<file path="config.mk">
export PLATFORM = sky130hd
export DESIGN_NAME = flag_ctrl_unit
export DESIGN_NICKNAME = d
export VERILOG_FILES = /design/src/rtl/flag_pkg.sv /design/src/rtl/flag_shadow_stack.sv /design/src/rtl/flag_ctrl_unit.sv
export SDC_FILE = /design/constraint.sdc
export NUM_CORES = 1
export LEC_CHECK = 0
export CORE_MARGIN = 2
export CORE_UTILIZATION = 46
export CTS_BUF_LIST = sky130_fd_sc_hd__clkbuf_2 sky130_fd_sc_hd__clkbuf_4 sky130_fd_sc_hd__clkbuf_8
export DETAILED_ROUTE_END_ITERATION = 10
export HOLD_SLACK_MARGIN = 0.1
export PLACE_DENSITY_LB_ADDON = 0.25
export SYNTH_ARGS = -nofsm -noshare
export SYNTH_HDL_FRONTEND = slang
export SYNTH_SLANG_ARGS = --single-unit
</file>
<file path="constraint.sdc">
create_clock -name clk -period 2 [get_ports clk]
set_input_delay 0.4 -clock clk [delete_from_list [all_inputs] [get_ports clk]]
set_output_delay 0.4 -clock clk [all_outputs]
set_load 0.1 [all_outputs]
</file>
<file path="src/rtl/flag_pkg.sv">
// Shared encodings for the execute-stage flag controller: opcode classes,
// flag bit positions and controller FSM states.
package flag_pkg;

   typedef enum logic [2:0] {
      OP_NOP  = 3'd0,
      OP_ALU  = 3'd1,
      OP_SETC = 3'd2,
      OP_CLRC = 3'd3,
      OP_JZ   = 3'd4,
      OP_JN   = 3'd5,
      OP_JC   = 3'd6,
      OP_RSVD = 3'd7
   } ex_op_e;

   localparam int FLAG_Z = 0;
   localparam int FLAG_N = 1;
   localparam int FLAG_C = 2;

   typedef enum logic {
      IDLE    = 1'b0,
      RESTORE = 1'b1
   } state_e;

endpackage

</file>
<file path="src/rtl/flag_shadow_stack.sv">
// LIFO holding flag snapshots across interrupt entry; overflow, underflow or
// an external error request set a sticky error bit cleared only by reset.
module flag_shadow_stack #(
   parameter int WIDTH = 3,
   parameter int DEPTH = 4
) (
   input  logic             clk,
   input  logic             reset,
   input  logic             push,
   input  logic             pop,
   input  logic             err_set,
   input  logic [WIDTH-1:0] push_data,
   output logic [WIDTH-1:0] top_data,
   output logic             full,
   output logic             empty,
   output logic             err
);

   localparam int AW = $clog2(DEPTH);
   localparam int SW = AW + 1;

   logic [SW-1:0]             sp;
   logic [DEPTH-1:0][WIDTH-1:0] mem;
   logic                      do_push;
   logic                      do_pop;

   assign full     = (sp == SW'(DEPTH));
   assign empty    = (sp == '0);
   assign do_push  = push && !full;
   assign do_pop   = pop && !empty;
   // Entry below sp; meaningless when empty, callers gate on empty.
   assign top_data = mem[AW'(sp - SW'(1))];

   always_ff @(posedge clk or posedge reset) begin
      if (reset) begin
         sp  <= '0;
         err <= 1'b0;
      end else begin
         if (do_push)
            sp <= sp + SW'(1);
         else if (do_pop)
            sp <= sp - SW'(1);
         if ((push && full) || (pop && empty) || err_set)
            err <= 1'b1;
      end
   end

   always_ff @(posedge clk) begin
      if (do_push)
         mem[sp[AW-1:0]] <= push_data;
   end

endmodule

</file>
<file path="src/rtl/flag_ctrl_unit.sv">
// Merges ALU, SETC/CLRC and taken-jump flag updates into one flag-register
// write, and saves/restores flags through a shadow stack around interrupts.
module flag_ctrl_unit
   import flag_pkg::*;
#(
   parameter int WIDTH = 3,
   parameter int DEPTH = 4
) (
   input  logic             clk,
   input  logic             reset,
   input  logic [2:0]       ex_op,
   input  logic [WIDTH-1:0] alu_flags,
   input  logic [WIDTH-1:0] alu_mask,
   input  logic [WIDTH-1:0] flags_in,
   input  logic             int_save,
   input  logic             int_restore,
   output logic [WIDTH-1:0] flag_wdata,
   output logic             flag_we,
   output logic             jmp_taken,
   output logic             stall,
   output logic             stack_full,
   output logic             stack_empty,
   output logic             stack_err
);

   state_e           state, state_nxt;
   logic [WIDTH-1:0] next_flags;
   logic             merge_we;
   logic             jmp;
   logic             push, pop, err_set;
   logic [WIDTH-1:0] top_data;

   always_comb begin
      next_flags = flags_in;
      merge_we   = 1'b0;
      jmp        = 1'b0;
      case (ex_op_e'(ex_op))
         OP_ALU: begin
            next_flags = (flags_in & ~alu_mask) | (alu_flags & alu_mask);
            merge_we   = |alu_mask;
         end
         OP_SETC: begin
            next_flags[FLAG_C] = 1'b1;
            merge_we           = 1'b1;
         end
         OP_CLRC: begin
            next_flags[FLAG_C] = 1'b0;
            merge_we           = 1'b1;
         end
         OP_JZ: begin
            jmp                = flags_in[FLAG_Z];
            next_flags[FLAG_Z] = 1'b0;
            merge_we           = jmp;
         end
         OP_JN: begin
            jmp                = flags_in[FLAG_N];
            next_flags[FLAG_N] = 1'b0;
            merge_we           = jmp;
         end
         OP_JC: begin
            jmp                = flags_in[FLAG_C];
            next_flags[FLAG_C] = 1'b0;
            merge_we           = jmp;
         end
         default: ;
      endcase
      // A not-taken jump leaves the register value untouched.
      if (!merge_we)
         next_flags = flags_in;
   end

   always_ff @(posedge clk or posedge reset) begin
      if (reset)
         state <= IDLE;
      else
         state <= state_nxt;
   end

   always_comb begin
      state_nxt  = state;
      flag_wdata = next_flags;
      flag_we    = merge_we;
      jmp_taken  = jmp;
      stall      = 1'b0;
      push       = 1'b0;
      pop        = 1'b0;
      err_set    = 1'b0;
      case (state)
         IDLE: begin
            if (int_restore) begin
               state_nxt = RESTORE;
               err_set   = int_save;
            end else begin
               push = int_save;
            end
         end
         RESTORE: begin
            state_nxt  = IDLE;
            stall      = 1'b1;
            pop        = 1'b1;
            jmp_taken  = 1'b0;
            flag_we    = !stack_empty;
            flag_wdata = stack_empty ? flags_in : top_data;
         end
         default: state_nxt = IDLE;
      endcase
      // Outputs are combinational, so hold them quiet while reset is asserted.
      if (reset) begin
         flag_wdata = '0;
         flag_we    = 1'b0;
         jmp_taken  = 1'b0;
         stall      = 1'b0;
      end
   end

   flag_shadow_stack #(
      .WIDTH (WIDTH),
      .DEPTH (DEPTH)
   ) u_stack (
      .clk       (clk),
      .reset     (reset),
      .push      (push),
      .pop       (pop),
      .err_set   (err_set),
      .push_data (next_flags),
      .top_data  (top_data),
      .full      (stack_full),
      .empty     (stack_empty),
      .err       (stack_err)
   );

endmodule

</file>
# Word level (Yosys, flattened, before mapping)
# Index checks and enable logic that the tools add are counted.
totals:
  register_bits: 17
  elab_cells: 66
  in_bits: 16
  out_inout_bits: 9
op_classes:
  bitwise: 5
  mux: 28
  order_cmp: 3
  reduce_logical: 14
  add_sub_neg: 2
  n_eq_ne: 7
op_table:
  columns: ["cell", "n"]
  rows:
  - ["$mux 3", 8]
  - ["$bwmux 12", 1]
  - ["$eq 3x3->1 const B", 4]
  - ["$mux 1", 11]
  - ["$and 3x3->3", 2]
  - ["$bmux 3 s2", 1]
  - ["$demux 3 s2", 1]
  - ["$eq 3x2->1 const B", 2]
  - ["$lt 2x3->1 const B", 2]
  - ["$pmux 1 s2", 3]
  - ["$pmux 1 s3", 2]
  - ["$logic_and 1x1->1", 5]
  - ["$pmux 1 s5", 1]
  - ["$reduce_or 2->1", 2]
  - ["$add 3x1->3 const B", 1]
  - ["$eq 3x1->1 const B", 1]
  - ["$logic_not 3->1", 1]
  - ["$not 3->3", 1]
  - ["$or 3x3->3", 1]
  - ["$reduce_or 3->1", 1]
  - ["$sub 3x1->3 const B", 1]
  - ["$ge 2x1->1 const B", 1]
  - ["$logic_not 1->1", 2]
  - ["$logic_or 1x1->1", 2]
  - ["2 further kinds", 2]

# Depth between registers and ports, before layout
# Gate-level depths: netlist of the first run.
depth:
  ltp_word: 7
  ltp_mapped: 8
  mapped_depth_nobuf: 7

# By module
# Synthesis of the first run repeated with hierarchy kept, for this count alone.
unflattened:
  hier_cells: 97
  area_unflattened_um2: 1097.3
by_module_without_submodules:
  columns: ["mod", "instances", "seq_area_each_um2", "area_each_um2", "cells_per_inst"]
  rows:
  - ["flag_shadow_stack", 1, 460.4, 782.0, 51]
  - ["flag_ctrl_unit", 1, 25.0, 315.3, 46]

# Worst setup path before layout of the first run
# OpenSTA, ideal clock, no wires.
synth_timing:
  path_kind: "input-to-output"
  from: "in ex_op[1]"
  to: "out jmp_taken"
  setup_slack_ps: -2576
  arrival_time_ps: 4176
  required_ps: 1600
  cell_stages: 5
  n_path_buf: 1
  path_cell_list: "buf_4 -> mux2i_1 -> o2bb2ai_1 -> nand2_1 -> a2111oi_1"
synth_between:
  elab_chain_cells: 4
  elab_cells_between_ends: 6
  classes_between: "eq/ne (3); mux (3)"
synth_rtl:
  columns: ["item", "line", "source"]
  rows:
  - ["start: declaration", "flag_ctrl_unit.sv:11", "input logic [2:0] ex_op,"]
  - ["$eq 3x3->1", "flag_ctrl_unit.sv:37", "case (ex_op_e'(ex_op))"]
  - ["$pmux 1 s3 *", "flag_ctrl_unit.sv:37", null]
  - ["$mux 1 *", "flag_ctrl_unit.sv:88", "case (state)"]
  - ["$mux 1 *", "flag_ctrl_unit.sv:108", "if (reset) begin"]
  - ["end: declaration", "flag_ctrl_unit.sv:19", "output logic jmp_taken,"]
# Every way passes the cells marked *; elsewhere a longest branch is shown, timed or not.

# Worst setup path after layout of the first run
layout_timing:
  from: "reg u_stack.sp[1]"
  to: "out flag_wdata[0]"
layout_between:
  elab_chain_cells: 6
  elab_cells_between_ends: 7
  classes_between: "add/sub (1); mux (5); reduce/logical (1)"
layout_rtl:
  columns: ["item", "line", "source"]
  rows:
  - ["start: declaration", "flag_shadow_stack.sv:22", "logic [SW-1:0] sp;"]
  - ["start signal: assignment", "flag_shadow_stack.sv:40", "sp <= sp + SW'(1);"]
  - ["start signal: assignment", "flag_shadow_stack.sv:42", "sp <= sp - SW'(1);"]
  - ["$sub 3x1->3", "flag_shadow_stack.sv:32", "assign top_data = mem[AW'(sp - SW'(1))];"]
  - ["$bmux 3 s2", "flag_shadow_stack.sv:32", null]
  - ["$mux 3 (implied by the code)", "flag_shadow_stack.sv:32", null]
  - ["$mux 3 *", "flag_ctrl_unit.sv:103", "flag_wdata = stack_empty ? flags_in : top_data;"]
  - ["$mux 3 *", "flag_ctrl_unit.sv:88", null]
  - ["$mux 3 *", "flag_ctrl_unit.sv:108", null]
  - ["end: declaration", "flag_ctrl_unit.sv:17", "output logic [WIDTH-1:0] flag_wdata,"]
# Every way passes the cells marked *; elsewhere a longest branch is shown, timed or not. The select of a mux whose other input is x is not followed.

==> flow_metrics.env, run 1 <==
export IMPL_nets=181
export IMPL_crit_family="compound AO/OA/AOI/OAI gates"
export IMPL_synthesis_nets=119
export IMPL_startpoint_type="register"
export IMPL_setup_violations=6
export IMPL_clk_path_buf_depth=2
export IMPL_clock_latency_ps=300
export IMPL_ys_dominant_reg_cell="edfxtp_1"
export IMPL_grt_pass1_vias=1055
export IMPL_crit_path_end="flag_wdata[0]"
export IMPL_ys_types=34
export IMPL_slowest_stage="dfrtp_1"
export IMPL_min_period_over_period=1.15
export IMPL_max_slew_margin_rel=0.776
export IMPL_die_height_um=51.7
export IMPL_cp_required_ps=1600
export IMPL_core_area_um2=2190
export IMPL_reg2reg_to="u_stack.mem[5]"
export IMPL_place_area_um2=1710
export IMPL_power_mw=1.91
export IMPL_synth_seq_area_share=0.463
export IMPL_violations="setup timing"
export IMPL_area_delta_synth_final_pct=79.7
export IMPL_async_flop_share=0.294
export IMPL_cp_depth=8
export IMPL_gp_congestion=0.866
export IMPL_h_tree_depth=1
export IMPL_finalCriticalPeriod_ps=2300
export IMPL_end_kind="output port"
export IMPL_p_leak_nw=0.798
export IMPL_worstSetupPathType="register to output port"
export IMPL_synth_edf_count=12
export IMPL_drive_above_1_share=0.519
export IMPL_wire_per_inst_um=19.2
export IMPL_critPathMostFrequentCell="ha_4"
export IMPL_synth_seq_cells=17
export IMPL_status="finished with violations"
export IMPL_crit_chain="inv_2 -> ha_4 -> ha_4 -> nand2b_4 -> nor2_4 -> a211oi_2 -> o211a_4 -> buf_12"
export IMPL_synthCells=97
export IMPL_grt_use_met1=0.268
export IMPL_initial_utilization=0.479
export IMPL_fin_area_um2=1880
export IMPL_synth_warnings=0
export IMPL_yosysTopAreaCellShare=0.344
export IMPL_rsz0062_at_grt="true"
export IMPL_row_count=17
export IMPL_slew_violations=0
export IMPL_clkTransAtPathRegs_ps=90
export IMPL_max_stage_delay_ps=400
export IMPL_synth_top_area_cell="edfxtp_1"
export IMPL_min_path_type="input port to async pin"
export IMPL_grt_busiest_layer="met2"
export IMPL_cts_made_buffers=3
export IMPL_drtAntennaViolNets=0
export IMPL_ios=25
export IMPL_die_w_um=51.7
export IMPL_max_freq_mhz=434
export IMPL_tightest_slew_ps=333
export IMPL_num_vias=1044
export IMPL_tritoncts="done"
export IMPL_reg2reg_slack_ps=40
export IMPL_path_max_fanout=4
export IMPL_grt_usage=0.260
export IMPL_drc=0
export IMPL_ctsRootBufferMaster="clkbuf_4"
export IMPL_met3_usage=0.0603
export IMPL_cap_violations=0
export IMPL_drt_iter0_drc=21
export IMPL_vdd_ir_drop_worst_mv=0.969
export IMPL_cp_arrival_ps=1900
export IMPL_ff2ff_path_depth=9
export IMPL_hold_viol=0
export IMPL_syn_area_um2=1050
export IMPL_grt_pass1_wl_um=4840
export IMPL_dp_hpwl_um=2280
export IMPL_drtPass1Iterations=4
export IMPL_diodes=0
export IMPL_cts_sinks=17
export IMPL_final_cells=186
export IMPL_die_area_um2=2680
export IMPL_critPathLaunch="u_stack.sp[1]"
export IMPL_synth_avg_cell_area_um2=10.8
export IMPL_drt_total_wl_um=3560
export IMPL_portBuffers=24
export IMPL_gr_usage_met2=0.472
export IMPL_skew_ps=9.41
export IMPL_grt_start_max_net_pins=12
export IMPL_path_buf_inv=2
export IMPL_p_per_area_nw_per_um2=1020
export IMPL_dpl_cell_count=172
export IMPL_grt_overflow_total=0
export IMPL_synth_area_top_cells="edfxtp_1, dfrtp_1, ha_1"
export IMPL_antenna_found_initial=0
export IMPL_rr_startpoint="u_stack.sp[0]"
export IMPL_fin_ws_ps=-303
export IMPL_viasPerCell=5.61
-- worst min-delay path, stage by stage --
cell	delay, ps
clkdlybuf4s50_1	460
inv_1	130
buf_4	160
-- power by group --
| part | switching [mW] | internal [mW] | total, mW |
|---|---|---|---|
| logic | 0.662 | 0.586 | 1.25 |
| clock network | 0.115 | 0.0747 | 0.189 |
| registers | 0.0424 | 0.434 | 0.476 |
-- area by class of cell --
cell class | instances | area, µm²
multi-input cells | 70 | 711
repair buffers | 61 | 599
flip-flops and latches | 17 | 487
fillers | 116 | 307
well taps | 28 | 35.0
inverters | 6 | 25.0
clock buffers | 3 | 22.5
clock inverters | 1 | 5.00
-- worst min-delay path by stage --
stage / to / slack (ps) / startpoint
CTS: state / 460 / reset
finish: u_stack.sp[0] / 520 / reset
detailed placement: u_stack.err / 490 / u_stack.err
floorplan: state / 180 / reset
global placement: u_stack.err / 460 / u_stack.err
global route: u_stack.sp[2] / 540 / reset
-- placed cells by master, fill, tap and decap left out, drive strengths merged, types with 2 or more instances in the layout --
cell / n
a21o: 2
a32oi: 3
and2: 4
buf: 45
clkbuf: 5
clkdlybuf4s50: 9
dfrtp: 5
dlygate4sd2: 3
edfxtp: 12
ha: 6
inv: 6
mux2i: 7
nand2: 5
nand2b: 4
nand3: 2
nor2: 8
nor2b: 4
nor3: 2
o211a: 3
o21ai: 6
o2bb2ai: 3
-- layer usage --
| metal | wire length [µm] | up-vias |
|---|---|---|
| li1 | - | 485 |
| met1 | 1370 | 510 |
| met2 | 1950 | 36 |
| met3 | 139 | 13 |
| met4 | 100 | 0 |
| met5 | 0 | - |
-- through the flow --
stage / util / setup slack [ps] / setup TNS (ps) / hold slack (ps)
floorplan: - / -471 / -1600 / 184
global placement: 0.780 / -350 / -1420 / 464
detailed placement: 0.780 / -414 / -1610 / 494
CTS: 0.825 / -309 / -1110 / 462
global route: 0.860 / -382 / -1570 / 535
finish: 0.860 / -303 / -1030 / 519
-- registers in the layout, indices dropped and copies added (netlist names) --
name	cells
u_stack.sp	3
u_stack.mem	12
u_stack.err	1
state	1
-- repair_timing --
action | CTS | global route
endpoints found under the hold margin | 0 | 0
buffers inserted | 6 | 4
resized for setup | 16 | 14
hold buffers | 0 | 0
pin swaps | 13 | 9
setup endpoints to repair | 5 | 9
-- cell families (layout without fill, tap and decap cells) --
| group | count (synthesis) | count (layout) | synth area share |
|---|---|---|---|
| xor gates and xnor gates | 1 | 1 | 0.00835 |
| buffers and inverters | 10 | 71 | 0.0441 |
| DFF | 17 | 17 | 0.463 |
| AOI/OAI and AO/OA | 25 | 25 | 0.180 |
| muxes | 8 | 8 | 0.0776 |
| adders and majority gates | 6 | 6 | 0.0716 |
| and+or+nand+nor | 30 | 30 | 0.155 |
-- cell usage after synthesis (2+ instances only) --
library cell and n:
edfxtp_1 12, nor2_1 8, mux2i_1 7, ha_1 6
inv_1 6, dfrtp_1 5, nand2_1 5, o21ai_0 5
and2_1 4, nand2b_1 4, a32oi_1 3, nor2b_1 3
o211a_1 3, o2bb2ai_1 3, a21o_1 2, buf_4 2
nand3_1 2
Note: power is estimated with default switching activity, not from simulation.
==> run 2: changes to the inputs <==
HOLD_SLACK_MARGIN = 0.08   (was 0.1)
==> results of run 2 <==
Same layout as run 1: the final DEF is identical, and so are final timing and power.
